[config.mk]
export PLATFORM = sky130hd
export DESIGN_NAME = a25_copro_master
export DESIGN_NICKNAME = d
export VERILOG_FILES = /design/src/rtl/a25_copro_master.sv
export SDC_FILE = /design/constraint.sdc
export NUM_CORES = 1
export LEC_CHECK = 0
export BUFFER_PORTS_ARGS = -buffer_cell sky130_fd_sc_hd__buf_2
export CORE_UTILIZATION = 50
export CTS_CLUSTER_DIAMETER = 150
export DETAILED_ROUTE_END_ITERATION = 8
export PLACE_DENSITY = 0.83
export REMOVE_ABC_BUFFERS = 1
export SKIP_LAST_GASP = 1
export SLEW_MARGIN = 30
export SYNTH_ARGS = -nofsm -noshare
export SYNTH_HDL_FRONTEND = slang
export SYNTH_SLANG_ARGS = --single-unit
export TNS_END_PERCENT = 20
[constraint.sdc]
create_clock -name clk -period 5.58 [get_ports clk]
set_clock_uncertainty 0.15 [all_clocks]
set_input_delay 0.279 -clock clk [delete_from_list [all_inputs] [get_ports clk]]
set_output_delay 0.279 -clock clk [all_outputs]
set_load 0.05 [all_outputs]
[src/rtl/a25_copro_master.sv]
// a25_copro_master: bridges a valid/ready host request channel onto the A25 CP15
// coprocessor port, issuing one MRC or MCR per request and returning a response.
//
// Ports:
//   clk, reset           clock; asynchronous active-high reset
//   i_req_valid/o_req_ready, i_req_write, i_req_crn, i_req_wdata
//                        host request (write=1 -> MCR, write=0 -> MRC)
//   o_rsp_valid/i_rsp_ready, o_rsp_rdata, o_rsp_error
//                        host response, held until accepted
//   i_core_stall         CP15 only samples the operation while this is low
//   o_copro_*            CP15 operation bus (opcode1/2, crm fixed 0, num fixed 15)
//   i_copro_read_data    CP15 registered read data, valid the cycle after the MRC
module a25_copro_master (
    input  logic        clk,
    input  logic        reset,
    input  logic        i_req_valid,
    output logic        o_req_ready,
    input  logic        i_req_write,
    input  logic [3:0]  i_req_crn,
    input  logic [31:0] i_req_wdata,
    output logic        o_rsp_valid,
    input  logic        i_rsp_ready,
    output logic [31:0] o_rsp_rdata,
    output logic        o_rsp_error,
    input  logic        i_core_stall,
    output logic [1:0]  o_copro_operation,
    output logic [3:0]  o_copro_crn,
    output logic [31:0] o_copro_write_data,
    output logic [2:0]  o_copro_opcode1,
    output logic [2:0]  o_copro_opcode2,
    output logic [3:0]  o_copro_crm,
    output logic [3:0]  o_copro_num,
    input  logic [31:0] i_copro_read_data
);
    typedef enum logic [1:0] {IDLE, ISSUE, RDWAIT, RESP} state_t;

    state_t      state, state_nxt;
    logic        wr_q;
    logic [3:0]  crn_q;
    logic [31:0] wdata_q;
    logic        bad_wr;

    // Only CP15 registers 1..5 are writable; anything else is rejected without an MCR.
    assign bad_wr = i_req_write && (i_req_crn == 4'd0 || i_req_crn > 4'd5);

    assign o_copro_opcode1 = 3'd0;
    assign o_copro_opcode2 = 3'd0;
    assign o_copro_crm     = 4'd0;
    assign o_copro_num     = 4'd15;

    always_ff @(posedge clk or posedge reset) begin
        if (reset)
            state <= IDLE;
        else
            state <= state_nxt;
    end

    always_comb begin
        state_nxt          = state;
        o_req_ready        = 1'b0;
        o_rsp_valid        = 1'b0;
        o_copro_operation  = 2'd0;
        o_copro_crn        = 4'd0;
        o_copro_write_data = 32'd0;
        case (state)
            IDLE: begin
                // The state is already IDLE while reset is held, so ready is masked.
                o_req_ready = !reset;
                if (i_req_valid)
                    state_nxt = bad_wr ? RESP : ISSUE;
            end
            ISSUE: begin
                o_copro_operation  = wr_q ? 2'd2 : 2'd1;
                o_copro_crn        = crn_q;
                o_copro_write_data = wr_q ? wdata_q : 32'd0;
                if (!i_core_stall)
                    state_nxt = wr_q ? RESP : RDWAIT;
            end
            RDWAIT: begin
                o_copro_crn = crn_q;
                state_nxt   = RESP;
            end
            RESP: begin
                o_rsp_valid = 1'b1;
                if (i_rsp_ready)
                    state_nxt = IDLE;
            end
            default: state_nxt = IDLE;
        endcase
    end

    // Response fields are set at acceptance (zero data, error for a rejected write)
    // and only overwritten by the MRC capture, so they stay stable through RESP.
    always_ff @(posedge clk or posedge reset) begin
        if (reset) begin
            wr_q        <= 1'b0;
            crn_q       <= 4'd0;
            wdata_q     <= 32'd0;
            o_rsp_rdata <= 32'd0;
            o_rsp_error <= 1'b0;
        end else if (state == IDLE && i_req_valid) begin
            wr_q        <= i_req_write;
            crn_q       <= i_req_crn;
            wdata_q     <= i_req_wdata;
            o_rsp_rdata <= 32'd0;
            o_rsp_error <= bad_wr;
        end else if (state == RDWAIT) begin
            o_rsp_rdata <= i_copro_read_data;
            o_rsp_error <= 1'b0;
        end
    end
endmodule

==> results of run 1 <==
cells by family after synthesis:
group,after synthesis,synth area share
adder cells (fa/ha/maj),5,0.0188
AO/OA/AOI/OAI,8,0.0162
AND/OR/NAND/NOR,192,0.252
other,2,0.00226
multiplexers,32,0.0965
buffers and inverters,39,0.0712
flip-flops,72,0.543
synthesized netlist by cell type, drive strengths merged:
master and number:
ha 5, and2 6, nand2b 3, buf 28, o211ai 1, nor3 2
conb 2, a22oi 1, clkbuf 8, a31oi 2, nand2 113, nor2b 2
nor2 32, dfrtp 72, o21ai 2, a21o 1, nand3b 1, inv 3
mux2i 32, o2111ai 1, and3 33
cell type report:
class / count / area share
inverters: 3 / 0.00247
clock inverters: 7 / 0.0212
multi-input cells: 251 / 0.295
well taps: 77 / 0.0212
clock buffers: 9 / 0.0272
repair buffers: 181 / 0.237
flip-flops and latches: 72 / 0.396
worst paths after layout:
kind | cells past startpoint | slack, ns | to
max in group asynchronous | 3 | 4.88 | wdata_q[7]$_DFFE_PP0P_
min in group clk | 3 | 0.02 | crn_q[1]$_DFFE_PP0P_
min | 3 | -0.03 | wdata_q[8]$_DFFE_PP0P_
max reg2reg | 4 | 3.61 | o_rsp_rdata[19]$_DFFE_PP0P_
max | 4 | 3.12 | o_copro_write_data[17]
min reg2reg | 2 | 0.32 | wdata_q[28]$_DFFE_PP0P_
routing by layer:
layer | part of all wire | vias to the layer above | track usage
li1 | - | 1428 | -
met3 | 0.038 | 32 | 0.0336
met5 | 0 | - | 0
met2 | 0.54 | 115 | 0.459
met1 | 0.39 | 1437 | 0.294
met4 | 0.033 | 0 | 0.129
what timing repair did:
item                                   in CTS  in global routing
hold buffers                               32                  1
endpoints found under the hold margin      32                  1
setup endpoints to repair                   0                  0
report_power, final:
group / internal, mW / switching [mW]
Combinational: 0.398 / 1.05
Sequential: 0.762 / 0.160
Clock: 0.251 / 0.192
state kept, by name, summed over array words and instances, names as in the netlist:
| register | count |
|---|---|
| o_rsp_rdata | 32 |
| wdata_q | 32 |
| crn_q | 4 |
| state | 2 |
| o_rsp_error | 1 |
| wr_q | 1 |
metrics by stage:
stage | worst slack, ns | cell area, sq um | std cells
6_report | 3.12 | 4550 | 600
5_1_grt | 3.05 | 4550 | 600
4_1_cts | 2.93 | 4530 | 599
3_5_place_dp | 3.29 | 3990 | 551
3_3_place_gp | 3.39 | 3990 | 551
2_1_floorplan | 3.24 | 3140 | 326
critical path, delay by kind of cell, from the launching register on:
family,cells,cell delay (ns)
adder cells (fa/ha/maj),1,0.55
flip-flops,1,0.46
buffers and inverters,2,0.41
AND/OR/NAND/NOR,1,0.27
==> flow_metrics.env, run 1 <==
export IMPL_fp_dieH_um=83.5
export IMPL_r2r_start="state[0]$_DFFE_PP0P_"
export IMPL_cp_slowest_stage_delay_ns=0.55
export IMPL_rsz0062_at_grt="no"
export IMPL_worst_slew_pin_slew_ns=0.920
export IMPL_grt_use_total=0.254
export IMPL_fmax_ghz=0.406
export IMPL_syn_inst=350
export IMPL_synth_top_area_frac=0.543
export IMPL_arrival_ns=2.03
export IMPL_multi_input_area_sq_um=1340
export IMPL_critPathKind="flop to output pin"
export IMPL_period_minus_slack_ns=2.46
export IMPL_maxCapViolCount=0
export IMPL_ant_nets=0
export IMPL_p_leak_nw=2.66
export IMPL_io_buffers=146
export IMPL_ys_top_cells_by_area="dfrtp_1, nand2_1, mux2i_1"
export IMPL_area_delta_synth_final_pct=37.2
export IMPL_grt_max_degree=73
export IMPL_core_sq_um=6390
export IMPL_avgSynthCellArea_sq_um=9.48
export IMPL_drt_iter0_drc=200
export IMPL_worstSkewPairLatency_ns=0.33
export IMPL_final_common_cell="buf_2"
export IMPL_maxSlewViolCount=0
export IMPL_clock_sinks=72
export IMPL_cts_buffer_depth=2
export IMPL_setup_viol=0
export IMPL_numCtsBuffers=9
export IMPL_start_kind="flop"
export IMPL_wl_per_cell_um=14.3
export IMPL_outcome="finished with violations"
export IMPL_cpMaxStageDelayCell="ha_2"
export IMPL_path_cells="inv_1, ha_2, and3_1, buf_2"
export IMPL_firstDrtPassIters=4
export IMPL_ff_latch_area_sq_um=1800
export IMPL_netlist_area_sq_um=3320
export IMPL_vias=3012
export IMPL_nFillCells=505
export IMPL_ys_warn_count=0
export IMPL_path_max_fanout=35
export IMPL_htreeDepth=3
export IMPL_hp_class="input pin to async pin"
export IMPL_final_cell_mix="buf_2, nand2_1, dfrtp_1, and3_1, dlygate4sd3_1"
export IMPL_whs_ns=-0.0297
export IMPL_endpoint_kind="output pin"
export IMPL_dieArea_sq_um=6970
export IMPL_critPathLaunch="state[1]$_DFFE_PP0P_"
export IMPL_gp_congestion=0.793
export IMPL_design_portCount=161
export IMPL_std_cell_rows=29
export IMPL_grt_antenna_before_repair=0
export IMPL_grt_pass1_wl_mm=14.0
export IMPL_die_x_um=83.5
export IMPL_ys_ff_latch=72
export IMPL_cts_tree="built"
export IMPL_drc=0
export IMPL_postCtsSetupRepairBufs=0
export IMPL_cts_root_buffer="clkbuf_8"
export IMPL_drt_vias_per_instance=5.02
export IMPL_n_antenna_cell=0
export IMPL_drive_gt1_frac=0.321
export IMPL_clk_pin_slew_ns=0.07
export IMPL_fin_crit_sh=0.441
export IMPL_violations="negative hold slack"
export IMPL_relSlewSlack=0.387
export IMPL_grt_pass1_vias=3024
export IMPL_fin_setup_tns_ns=0
export IMPL_initial_core_util=0.520
export IMPL_finalHoldViolations=72
export IMPL_synth_top_area_cell="dfrtp_1"
export IMPL_finalPower_mw=2.82
export IMPL_synth_cell_type_count=23
export IMPL_synth_seq_area_share=0.543
export IMPL_nets=597
export IMPL_place_hpwl_mm=5.29
export IMPL_grt_ovfl_total=0
export IMPL_worstPathRequired_ns=5.15
export IMPL_power_per_cell_area_nw_per_um2=619
export IMPL_cts_resized_gates=0
export IMPL_peakVddDrop_v=0.000457
export IMPL_routed_wl_mm=8.59
export IMPL_final_util=0.713
Note: power is estimated with default switching activity, not from simulation.
==> run 2, diff against run 1 <==
--- a/config.mk
+++ b/config.mk
@@ -6,10 +6,10 @@
 export NUM_CORES = 1
 export LEC_CHECK = 0
 export BUFFER_PORTS_ARGS = -buffer_cell sky130_fd_sc_hd__buf_2
-export CORE_UTILIZATION = 50
+export CORE_UTILIZATION = 46
 export CTS_CLUSTER_DIAMETER = 150
 export DETAILED_ROUTE_END_ITERATION = 8
-export PLACE_DENSITY = 0.83
+export PLACE_DENSITY = 0.77
 export REMOVE_ABC_BUFFERS = 1
 export SKIP_LAST_GASP = 1
 export SLEW_MARGIN = 30
==> constraint.sdc (replaced) <==
create_clock -name clk -period 2.4 [get_ports clk]
set_clock_uncertainty 0.15 [all_clocks]
set_input_delay 0.12 -clock clk [delete_from_list [all_inputs] [get_ports clk]]
set_output_delay 0.12 -clock clk [all_outputs]
set_load 0.05 [all_outputs]
==> flow_metrics.env, run 2 (synthesis gave the netlist of run 1 again) <==
export IMPL_outcome="finished, final reports clean"
export IMPL_worstPathRequired_ns=2.13
export IMPL_htreeDepth=3
export IMPL_hp_class="input pin to flop"
export IMPL_final_common_cell="buf_2"
export IMPL_grt_antenna_before_repair=0
export IMPL_hold_depth=4
export IMPL_wl_per_cell_um=13.7
export IMPL_worstSkewPairLatency_ns=0.32
export IMPL_r2r_cells=5
export IMPL_final_cell_mix="buf_2, nand2_1, dfrtp_1, dlygate4sd3_1, and3_1"
export IMPL_design_portCount=161
export IMPL_n_antenna_cell=0
export IMPL_drive_gt1_frac=0.301
export IMPL_r2r_start="state[0]$_DFFE_PP0P_"
export IMPL_ant_nets=0
export IMPL_finalNonFillerCells=661
export IMPL_worst_slew_pin_slew_ns=0.618
export IMPL_cts_root_buffer="clkbuf_8"
export IMPL_fin_crit_sh=0.872
export IMPL_r2r_end="o_rsp_rdata[29]$_DFFE_PP0P_"
export IMPL_cp_slowest_stage_delay_ns=0.43
export IMPL_routed_wl_mm=9.08
export IMPL_peakVddDrop_v=0.000684
export IMPL_start_kind="flop"
export IMPL_fin_setup_tns_ns=0
export IMPL_drt_vias_per_instance=4.79
export IMPL_min_to="state[0]$_DFFE_PP0P_"
export IMPL_firstDrtPassIters=4
export IMPL_relSlewSlack=0.587
export IMPL_path_cells="inv_1, ha_1, buf_4, and2_1, buf_2"
export IMPL_grt_pass1_vias=3144
export IMPL_cts_hold_buf=70
export IMPL_arrival_ns=1.82
export IMPL_drc=0
export IMPL_clock_sinks=72
export IMPL_whs_ns=0.0281
export IMPL_maxCapViolCount=0
export IMPL_critPathKind="flop to output pin"
export IMPL_gp_congestion=0.881
export IMPL_grt_use_total=0.243
export IMPL_place_hpwl_mm=5.06
export IMPL_place_inst=575
export IMPL_cts_resized_gates=0
export IMPL_grt_ovfl_total=0
export IMPL_dieArea_sq_um=7560
export IMPL_hp_start="i_core_stall"
export IMPL_grt_max_degree=70
export IMPL_cts_tree="built"
export IMPL_finalHoldViolations=0
export IMPL_core_sq_um=6870
export IMPL_cts_buffer_depth=2
export IMPL_endpoint_kind="output pin"
export IMPL_numCtsBuffers=9
export IMPL_rsz0062_at_grt="no"
export IMPL_period_minus_slack_ns=2.09
export IMPL_die_x_um=86.9
export IMPL_final_util=0.724
export IMPL_postCtsSetupRepairBufs=0
export IMPL_clk_pin_slew_ns=0.07
export IMPL_setup_viol=0
export IMPL_reg_top3="o_rsp_rdata: 32 flops, wdata_q: 32 flops, crn_q: 4 flops"
export IMPL_p_leak_nw=2.85
export IMPL_drt_iter0_drc=210
export IMPL_path_max_fanout=35
export IMPL_power_per_cell_area_nw_per_um2=1310
export IMPL_nFillCells=523
export IMPL_vias=3164
export IMPL_std_cell_rows=30
export IMPL_fp_dieH_um=86.9
export IMPL_area_delta_synth_final_pct=49.8
export IMPL_fmax_ghz=0.478
export IMPL_r2r_slack_ns=0.59
export IMPL_grt_pass1_wl_mm=14.3
export IMPL_cpMaxStageDelayCell="dfrtp_1"
export IMPL_io_buffers=146
export IMPL_initial_core_util=0.483
export IMPL_nets=639
export IMPL_maxSlewViolCount=0
run 2: cell count changes in the layout (fill, tap and decap cells not counted), sizes merged:
cell / delta
dlygate4sd3: +37
bufinv: -1
clkinvlp: -3
clkbuf: +4
buf: +5
run 2: worst max-delay path by stage:
stage | start | to | slack (ns)
2_1_floorplan | state[0]$_DFFE_PP0P_ | o_rsp_rdata[0]$_DFFE_PP0P_ | 0.06
3_3_place_gp | state[0]$_DFFE_PP0P_ | o_rsp_rdata[22]$_DFFE_PP0P_ | 0.66
3_5_place_dp | state[0]$_DFFE_PP0P_ | o_rsp_rdata[15]$_DFFE_PP0P_ | 0.61
4_1_cts | state[1]$_DFFE_PP0P_ | o_copro_operation[1] | 0.28
5_1_grt | state[1]$_DFFE_PP0P_ | o_copro_operation[1] | 0.22
6_report | state[1]$_DFFE_PP0P_ | o_copro_operation[1] | 0.31
run 2: layer usage:
metal  global-route usage  wire length, um  up-vias
li1                     -                -     1509
met1                0.291             3700     1507
met2                0.422             4690      127
met3               0.0427              462       21
met4                0.117              235        0
met5                    0                0        -
run 2: critical path: cells and delay by family (launching register included):
family / cells / cell delay (ns)
adders and majority gates: 1 / 0.15
buffers and inverters: 3 / 0.70
DFF: 1 / 0.43
and+or+nand+nor: 1 / 0.22
run 2: area by class of cell:
cell class	count	area, sq um	area share
clock inverters	3	40.0	0.00805
inverters	3	11.3	0.00227
repair buffers	223	1510	0.304
flip-flops and latches	72	1800	0.362
well taps	96	120	0.0242
multi-input cells	251	1330	0.268
clock buffers	13	159	0.0320
run 2: per-stage QoR:
step	setup slack [ns]	power, mW	instance area, sq um
final	0.307	6.53	4970
after CTS	0.284	6.53	4970
after detailed placement	0.607	5.47	4070
after floorplan	0.0632	4.63	3140
after global placement	0.662	5.38	4070
after global routing	0.225	6.91	4970
run 2: power by group:
group | switching (mW) | internal (mW) | leakage (nW)
registers | 0.287 | 1.77 | 0.903
clock network | 0.426 | 0.535 | 0.103
logic | 2.53 | 0.980 | 1.84
